<file path="src/rtl/c8_div_pkg.sv">
// Shared definitions for the c8 restoring divider: widths, FSM states, uio bit map.
package c8_div_pkg;

    localparam int DIVIDEND_W_DEFAULT = 8;
    localparam int DIVISOR_W_DEFAULT  = 4;

    // uio_in / uio_out bit positions
    localparam int START_BIT   = 4;
    localparam int OUT_SEL_BIT = 5;
    localparam int BUSY_BIT    = 6;
    localparam int DONE_BIT    = 7;

    typedef enum logic [1:0] {
        IDLE = 2'd0,
        RUN  = 2'd1,
        DONE = 2'd2
    } state_t;

endpackage

</file>
<file path="src/rtl/c8_div_step.sv">
// One restoring-division iteration: shift the next dividend bit into the
// partial remainder, subtract the divisor if it fits, emit the quotient bit.
module c8_div_step
    import c8_div_pkg::*;
#(
    parameter int DIVISOR_W = DIVISOR_W_DEFAULT
) (
    input  logic [DIVISOR_W-1:0] prem,
    input  logic                 next_bit,
    input  logic [DIVISOR_W-1:0] divisor,
    output logic [DIVISOR_W-1:0] rem_next,
    output logic                 q_bit
);

    logic [DIVISOR_W:0] trial;
    logic [DIVISOR_W:0] diff;

    // Trial subtraction; the result always fits DIVISOR_W bits because prem < divisor.
    always_comb begin
        trial    = {prem, next_bit};
        diff     = trial - {1'b0, divisor};
        q_bit    = 1'b0;
        rem_next = trial[DIVISOR_W-1:0];
        if (trial >= {1'b0, divisor}) begin
            q_bit    = 1'b1;
            rem_next = diff[DIVISOR_W-1:0];
        end
    end

endmodule

</file>
<file path="src/rtl/tt_um_c8_restoring_div.sv">
// Unsigned sequential restoring divider: 8-bit dividend / 4-bit divisor,
// one quotient bit per clock, divide-by-zero flagged with a saturated quotient.
module tt_um_c8_restoring_div
    import c8_div_pkg::*;
#(
    parameter int DIVIDEND_W = DIVIDEND_W_DEFAULT,
    parameter int DIVISOR_W  = DIVISOR_W_DEFAULT
) (
    input  logic       clk,
    input  logic       rst_n,
    input  logic       ena,
    input  logic [7:0] ui_in,
    input  logic [7:0] uio_in,
    output logic [7:0] uo_out,
    output logic [7:0] uio_out,
    output logic [7:0] uio_oe
);

    localparam int             CNT_W    = $clog2(DIVIDEND_W);
    localparam logic [CNT_W-1:0] LAST_CNT = CNT_W'(DIVIDEND_W - 1);

    state_t                 state;
    logic [CNT_W-1:0]       cnt;
    logic [DIVIDEND_W-1:0]  shift_q;    // dividend bits shift out the top, quotient bits enter the bottom
    logic [DIVISOR_W-1:0]   divisor_r;
    logic [DIVISOR_W-1:0]   prem;
    logic [DIVIDEND_W-1:0]  quotient;
    logic [DIVISOR_W-1:0]   remainder;
    logic                   dbz;
    logic                   busy;
    logic                   done;

    logic                   start;
    logic                   out_sel;
    logic                   accept;
    logic [DIVISOR_W-1:0]   rem_next;
    logic                   q_bit;
    logic                   unused_ok;

    assign start     = uio_in[START_BIT];
    assign out_sel   = uio_in[OUT_SEL_BIT];
    assign accept    = start && ((state == IDLE) || (state == DONE));
    assign unused_ok = &{1'b0, ena, uio_in[7:6]};

    c8_div_step #(
        .DIVISOR_W(DIVISOR_W)
    ) u_step (
        .prem     (prem),
        .next_bit (shift_q[DIVIDEND_W-1]),
        .divisor  (divisor_r),
        .rem_next (rem_next),
        .q_bit    (q_bit)
    );

    // Control FSM plus datapath registers; busy/done are registered state decodes.
    always_ff @(posedge clk or negedge rst_n) begin
        if (!rst_n) begin
            state     <= IDLE;
            cnt       <= '0;
            shift_q   <= '0;
            divisor_r <= '0;
            prem      <= '0;
            quotient  <= '0;
            remainder <= '0;
            dbz       <= 1'b0;
            busy      <= 1'b0;
            done      <= 1'b0;
        end else begin
            case (state)
                IDLE, DONE: begin
                    if (accept) begin
                        shift_q   <= ui_in[DIVIDEND_W-1:0];
                        divisor_r <= uio_in[DIVISOR_W-1:0];
                        prem      <= '0;
                        cnt       <= '0;
                        dbz       <= 1'b0;
                        done      <= 1'b0;
                        busy      <= 1'b1;
                        state     <= RUN;
                    end
                end
                RUN: begin
                    if (divisor_r == '0) begin
                        // Dividend is still unshifted here, so its low bits are the remainder view.
                        quotient  <= '1;
                        remainder <= shift_q[DIVISOR_W-1:0];
                        dbz       <= 1'b1;
                        busy      <= 1'b0;
                        done      <= 1'b1;
                        state     <= DONE;
                    end else begin
                        prem    <= rem_next;
                        shift_q <= {shift_q[DIVIDEND_W-2:0], q_bit};
                        if (cnt == LAST_CNT) begin
                            quotient  <= {shift_q[DIVIDEND_W-2:0], q_bit};
                            remainder <= rem_next;
                            busy      <= 1'b0;
                            done      <= 1'b1;
                            state     <= DONE;
                        end else begin
                            cnt <= cnt + 1'b1;
                        end
                    end
                end
                default: begin
                    state <= IDLE;
                    busy  <= 1'b0;
                    done  <= 1'b0;
                end
            endcase
        end
    end

    // Output view select: quotient, or {dbz, zeros, remainder}.
    always_comb begin
        uo_out = quotient;
        if (out_sel) begin
            uo_out = {dbz, {(7 - DIVISOR_W){1'b0}}, remainder};
        end
    end

    assign uio_out = {done, busy, 6'b00_0000};
    assign uio_oe  = 8'b1100_0000;

endmodule
</file>
<file path="config.mk">
export PLATFORM = sky130hd
export DESIGN_NAME = tt_um_c8_restoring_div
export DESIGN_NICKNAME = d
export VERILOG_FILES = /design/src/rtl/c8_div_pkg.sv /design/src/rtl/c8_div_step.sv /design/src/rtl/tt_um_c8_restoring_div.sv
export SDC_FILE = /design/constraint.sdc
export NUM_CORES = 1
export LEC_CHECK = 0
export BUFFER_PORTS_ARGS = -buffer_cell sky130_fd_sc_hd__buf_4
export CORE_MARGIN = 10
export CORE_UTILIZATION = 45
export CTS_CLUSTER_DIAMETER = 100
export DETAILED_ROUTE_END_ITERATION = 6
export PLACE_DENSITY = 0.81
export SYNTH_ARGS = -nofsm -noshare
export SYNTH_HDL_FRONTEND = slang
export SYNTH_SLANG_ARGS = --single-unit
</file>
<file path="constraint.sdc">
create_clock -name clk -period 2.1 [get_ports clk]
set_clock_uncertainty 0.2 [all_clocks]
set_input_delay 0.315 -clock clk [delete_from_list [all_inputs] [get_ports clk]]
set_output_delay 0.315 -clock clk [all_outputs]
set_load 0.02 [all_outputs]
</file>
==> Yosys cells after proc, flatten, opt, wreduce, memory -nomap -nowiden <==
Index checks and enable logic that the tools add are counted.
{ "totals": {"regBits": 36, "inputBits": 19, "output_inout_bits": 24, "elab_cells": 65} }
{ "classes": {"add_sub_neg": 2, "n_lt_le_gt_ge": 1, "eq_ne": 8, "mux": 31, "reduce_logical": 13} }
{ "ops": {"columns": ["cell", "n"], "rows": [
  ["8-bit 2-to-1 mux", 5],
  ["4-bit 2-to-1 mux", 5],
  ["8-bit one-hot mux with 2 select lines", 1],
  ["3-bit 2-to-1 mux", 3],
  ["1-bit 2-to-1 mux", 8],
  ["2-bit != test (second input constant)", 4],
  ["4-bit one-hot mux with 2 select lines", 1],
  ["2-bit 2-to-1 mux", 3],
  ["1-bit one-hot mux with 2 select lines", 3],
  ["3-bit one-hot mux with 2 select lines", 1],
  ["2-bit AND reduction", 3],
  ["3-bit AND reduction", 2],
  ["5-bit by 4-bit >= comparator with 1-bit output", 1],
  ["4-bit zero test", 1],
  ["2-bit one-hot mux with 2 select lines", 1],
  ["4-bit AND reduction", 1],
  ["2-bit nonzero test", 2],
  ["4-bit subtractor", 1],
  ["3-bit by 1-bit adder with 3-bit output (second input constant)", 1],
  ["3-bit equality test (second input constant)", 1],
  ["3-bit != test (second input constant)", 1],
  ["2-bit by 1-bit equality test with 1-bit output (second input constant)", 1],
  ["2-bit equality test (second input constant)", 1],
  ["2-bit zero test", 1],
  ["other kinds (3)", 3]
]} }

==> Logic depth before layout (Yosys ltp) <==
{ "depth": {"depth_word": 5, "ltp_mapped": 8} }

==> Hierarchy <==
Synthesis repeated with hierarchy kept, for this count alone.
{ "hier_totals": {"hier_cells": 191, "area_unflattened_um2": 1930.6} }
{ "by_module_without_submodules": {"columns": ["mod", "instances", "cells_each", "area_each_um2", "seq_area_each_um2"], "rows": [
  ["tt_um_c8_restoring_div", 1, 163, 1706.6, 875.8],
  ["c8_div_step", 1, 28, 224.0, 0.0]
]} }

==> Least setup slack after synthesis <==
Ideal clock, no wire load.
{ "synth_path": {"path_type": "reg-to-reg", "from": "register divisor_r[0]", "to": "register remainder[2]", "arrival_ps": 1714, "path_slack_ps": 104, "stages_incl_launch_ff": 7, "synth_period_minus_slack_ps": 1996, "path_cell_list": "dfrtp_1 ha_1 nand2b_1 a21oi_1 a22o_1 mux2_2 a31oi_1"} }
{ "synth_via": {"elab_chain_len": 4, "word_cells_on_any_way": 8, "classes_between": "add/sub: 1; order compare: 1; mux: 3; reduce/logical: 3"} }
{ "synth_rtl": {"columns": ["element", "line", "text"], "rows": [
  ["from (decl)", "tt_um_c8_restoring_div.sv:25", "logic [DIVISOR_W-1:0] divisor_r;"],
  ["from (signal assigned)", "tt_um_c8_restoring_div.sv:73", "divisor_r <= uio_in[DIVISOR_W-1:0];"],
  ["4-bit subtractor or 5-bit by 4-bit >= comparator with 1-bit output (tied branches)", "c8_div_step.sv:21, c8_div_step.sv:24", null],
  ["4-bit 2-to-1 mux", "c8_div_step.sv:24", "if (trial >= {1'b0, divisor}) begin"],
  ["4-bit 2-to-1 mux", "tt_um_c8_restoring_div.sv:94", "if (cnt == LAST_CNT) begin"],
  ["4-bit 2-to-1 mux", "tt_um_c8_restoring_div.sv:83", "if (divisor_r == '0) begin"],
  ["to (signal assigned)", "tt_um_c8_restoring_div.sv:86", "remainder <= shift_q[DIVISOR_W-1:0];"],
  ["to (signal assigned)", "tt_um_c8_restoring_div.sv:96", "remainder <= rem_next;"],
  ["to (decl)", "tt_um_c8_restoring_div.sv:28", "logic [DIVISOR_W-1:0] remainder;"]
]} }
Parallel ways exist; a longest one is shown, timed or not. The select of a mux whose other input is x is not followed.
A chain may end at the register's enable or synchronous reset.

==> Final worst setup path <==
{ "layout_path": {"from": "register shift_q[7]", "to": "register remainder[2]"} }
{ "layout_via": {"elab_chain_len": 4, "word_cells_on_any_way": 5, "classes_between": "add/sub: 1; order compare: 1; mux: 3"} }
{ "layout_rtl": {"columns": ["element", "line", "text"], "rows": [
  ["from (decl)", "tt_um_c8_restoring_div.sv:24", "logic [DIVIDEND_W-1:0] shift_q;"],
  ["from (signal assigned)", "tt_um_c8_restoring_div.sv:72", "shift_q <= ui_in[DIVIDEND_W-1:0];"],
  ["from (signal assigned)", "tt_um_c8_restoring_div.sv:93", "shift_q <= {shift_q[DIVIDEND_W-2:0], q_bit};"],
  ["4-bit subtractor or 5-bit by 4-bit >= comparator with 1-bit output (tied branches)", "c8_div_step.sv:21, c8_div_step.sv:24", null],
  ["4-bit 2-to-1 mux *", "c8_div_step.sv:24", null],
  ["4-bit 2-to-1 mux *", "tt_um_c8_restoring_div.sv:94", null],
  ["4-bit 2-to-1 mux *", "tt_um_c8_restoring_div.sv:83", null]
]} }
Every way passes the cells marked *; elsewhere a longest branch is shown, timed or not. The select of a mux whose other input is x is not followed.

==> flow_metrics.tcl <==
set metrics [dict create \
    status "finished, final reports clean" \
    synthMuxAreaShare_pct 6.930 \
    io_pins 43 \
    portBuffers 25 \
    fin_crit_sh_pct 93.54 \
    drt-initial-drc-count 96 \
    synthTopCellsByArea "dfrtp_1 (45%), nand2_1 (8.7%), mux2_2 (6.4%)" \
    hold_viol_final 0 \
    dpl.cell_count 280 \
    switching_share_pct 41.06 \
    synth_xor_area_share_pct 0.4534 \
    cellPowerDensity_nw_per_um2 1826 \
    diodes 0 \
    clkPwrFrac_pct 12.8 \
    path_max_fanout 3 \
    overflow 0 \
    fillers 369 \
    min_period_ns 1.964 \
    end_kind "register" \
    worst-setup-path-type "reg2reg" \
    crit_start "shift_q[7]" \
    synth_area_um2 1932 \
    hold_ws_ns 0.05531 \
    rsz0062_at_grt "false" \
    die_x_um 85.52 \
    power.total_mw 4.183 \
    netlist.area_leader.share_pct 45.34 \
    crit_family "adder cells" \
    wl_met3_um 318 \
    placed_area_um2 2127 \
    arrival_ns 1.98 \
    ant_nets 0 \
    dp_hpwl_um 3192 \
    place_ws_ns 0.01449 \
    met1_length_um 1913 \
    p_int_mw 2.465 \
    power_frac_seq_pct 30.5 \
    clock_sinks 35 \
    reg2reg_from "shift_q[7]" \
    clockBufferDepth 2 \
    crit_chain "inv_2 -> ha_4 -> inv_1 -> fa_1 -> xor2_1 -> nand2_1 -> mux2_4 -> a31oi_1" \
    yosys.area_share.simple_pct 21.37 \
    wl_met2_um 1891 \
    synth_compound_area_share_pct 10.36 \
    grt_pass1_wl_um 7217 \
    wl_per_cell_um 14.48 \
    worst-path-buf-inv 2 \
    clk-insertion-delay-late_ns 0.29 \
    async_flop_share_pct 100.0 \
    cts_root_buf "clkbuf_8" \
    grt_max_degree 36 \
    grt_antenna_before_repair 0 \
    clk_pin_slew_ns 0.06 \
    max_freq_mhz 509.1 \
    setup_slack_ns 0.1356 \
    finalSetupViolations 0 \
    drc 0 \
    cts_tree "done" \
    seq_area_frac_synth_pct 45.34 \
    hp-class "in2reg" \
    syn_inst 209 \
    p_switching_mw 1.717 \
    grt_usage_pct 12.06 \
    h-tree-depth 2 \
    vias 1499 \
    totalWireLength_um 4214 \
    vdd_drop_max_mv 0.8526 \
    cts_made_buffers 5 \
    core_area_um2 4086 \
    grt_pass1_vias 1534 \
    stdcell_count 291 \
    synth_top_family_by_area "simple AND/OR/NAND/NOR gates" \
    critPathMaxStageDelay_ns 0.39 \
    firstDrtPassIters 4 \
    area_growth_pct 18.59 \
    p_comb_share_pct 56.8 \
    ys.flop_type "dfrtp_1" \
    syn_area_per_cell_um2 9.243 \
    drv_slew 0 \
    fin_nets 266 \
    final_util_pct 56.06 \
    fin_setup_tns_ns 0 \
    synth_edf_count 0 \
    dieArea_um2 7314 \
    top_layer "met4" \
    final_area_um2 2291 \
    viasPerCell 5.151 \
    ys_warn_count 0 \
    crit_required_ns 2.12 \
    synth_fa_ha_area_share_pct 4.922 \
    row_count 23 \
    min_from "uio_in[3]" \
    cp_slowest_cell "dfrtp_1" \
    p_leak_nw 1.094 \
    gp_congestion 0.8897 \
    ys_types 36 \
    ys_ff_latch 35 \
    crit_path_start_kind "register" \
    yosysTopAreaCell "dfrtp_1" \
    max_cap_violations 0 \
    die_h_um 85.52 \
    drive_gt1_share_pct 26.97 \
    initial_core_util_pct 47.27 \
]
## power by group through the flow
stage | Combinational [mW] | Sequential, mW | Clock [mW]
after floorplan | 1.61 | 1.20 | 0
after global placement | 2.06 | 1.27 | 0
after CTS | 2.20 | 1.26 | 0.548
after global routing | 2.68 | 1.32 | 0.575
after detailed placement | 2.13 | 1.28 | 0
final | 2.37 | 1.27 | 0.533
## registers in the layout, summed over array words and instances (netlist names)
signal,flops
prem,4
busy,1
state,2
remainder,4
quotient,8
cnt,3
shift_q,8
dbz,1
divisor_r,4
## Yosys cell counts, drive strengths merged, types with 2 or more instances
cell type,instances
buf,19
or3,2
o22ai,4
mux2,11
o21ai,8
a31oi,8
nor2,13
dfrtp,35
o211ai,2
nor2b,4
nand3,13
conb,2
a21oi,6
inv,6
ha,6
clkbuf,7
nand2b,4
nand2,47
## cell type report
type / instances / area, um2 / share of cell area (%)
well taps: 50 / 62.56 / 2.731
clock buffers: 8 / 100.1 / 4.369
multi-input cells: 154 / 942.2 / 41.13
repair buffers: 38 / 287.8 / 12.56
flip-flops and latches: 35 / 875.8 / 38.23
inverters: 6 / 22.52 / 0.9831
## kinds of logic after synthesis
family | after synthesis
AND/OR/NAND/NOR | 88
flip-flops | 35
AO/OA/AOI/OAI | 32
buffers and inverters | 32
multiplexers | 12
adder cells (fa/ha/maj) | 7
other | 2
XOR/XNOR | 1
## placed cells by master (no fill, tap or decap), types with 7 or more instances in the layout
cell	instances
dfrtp_1	35
nand3_1	13
buf_4	37
mux2_2	9
nor2_1	13
a31oi_1	8
nand2_1	45
clkbuf_8	7
conb_1	14
## metal layers
metal | global-route usage, % | vias to the layer above
met4 | 6.287 | 0
li1 | - | 738
met1 | 14.87 | 708
met3 | 4.257 | 10
met5 | 0 | -
met2 | 18.05 | 43
## path summary, 6_finish.rpt
check	endpoint	slack, ns	cells past startpoint
min reg2reg	dbz	0.29	2
min in group asynchronous	prem[3]	0.31	2
max in group asynchronous	shift_q[1]	1.08	2
min	divisor_r[3]	0.06	2
max reg2reg	remainder[2]	0.14	8
max	remainder[2]	0.14	8
## repair_timing
item	4_1_cts	5_1_grt
hold buffers	1	0
hold endpoints to repair	35	0
gates resized for setup	0	14
setup endpoints to repair	1	8
pin swaps	1	2
buffers inserted	2	0
Power figures use the tool's default switching activity.
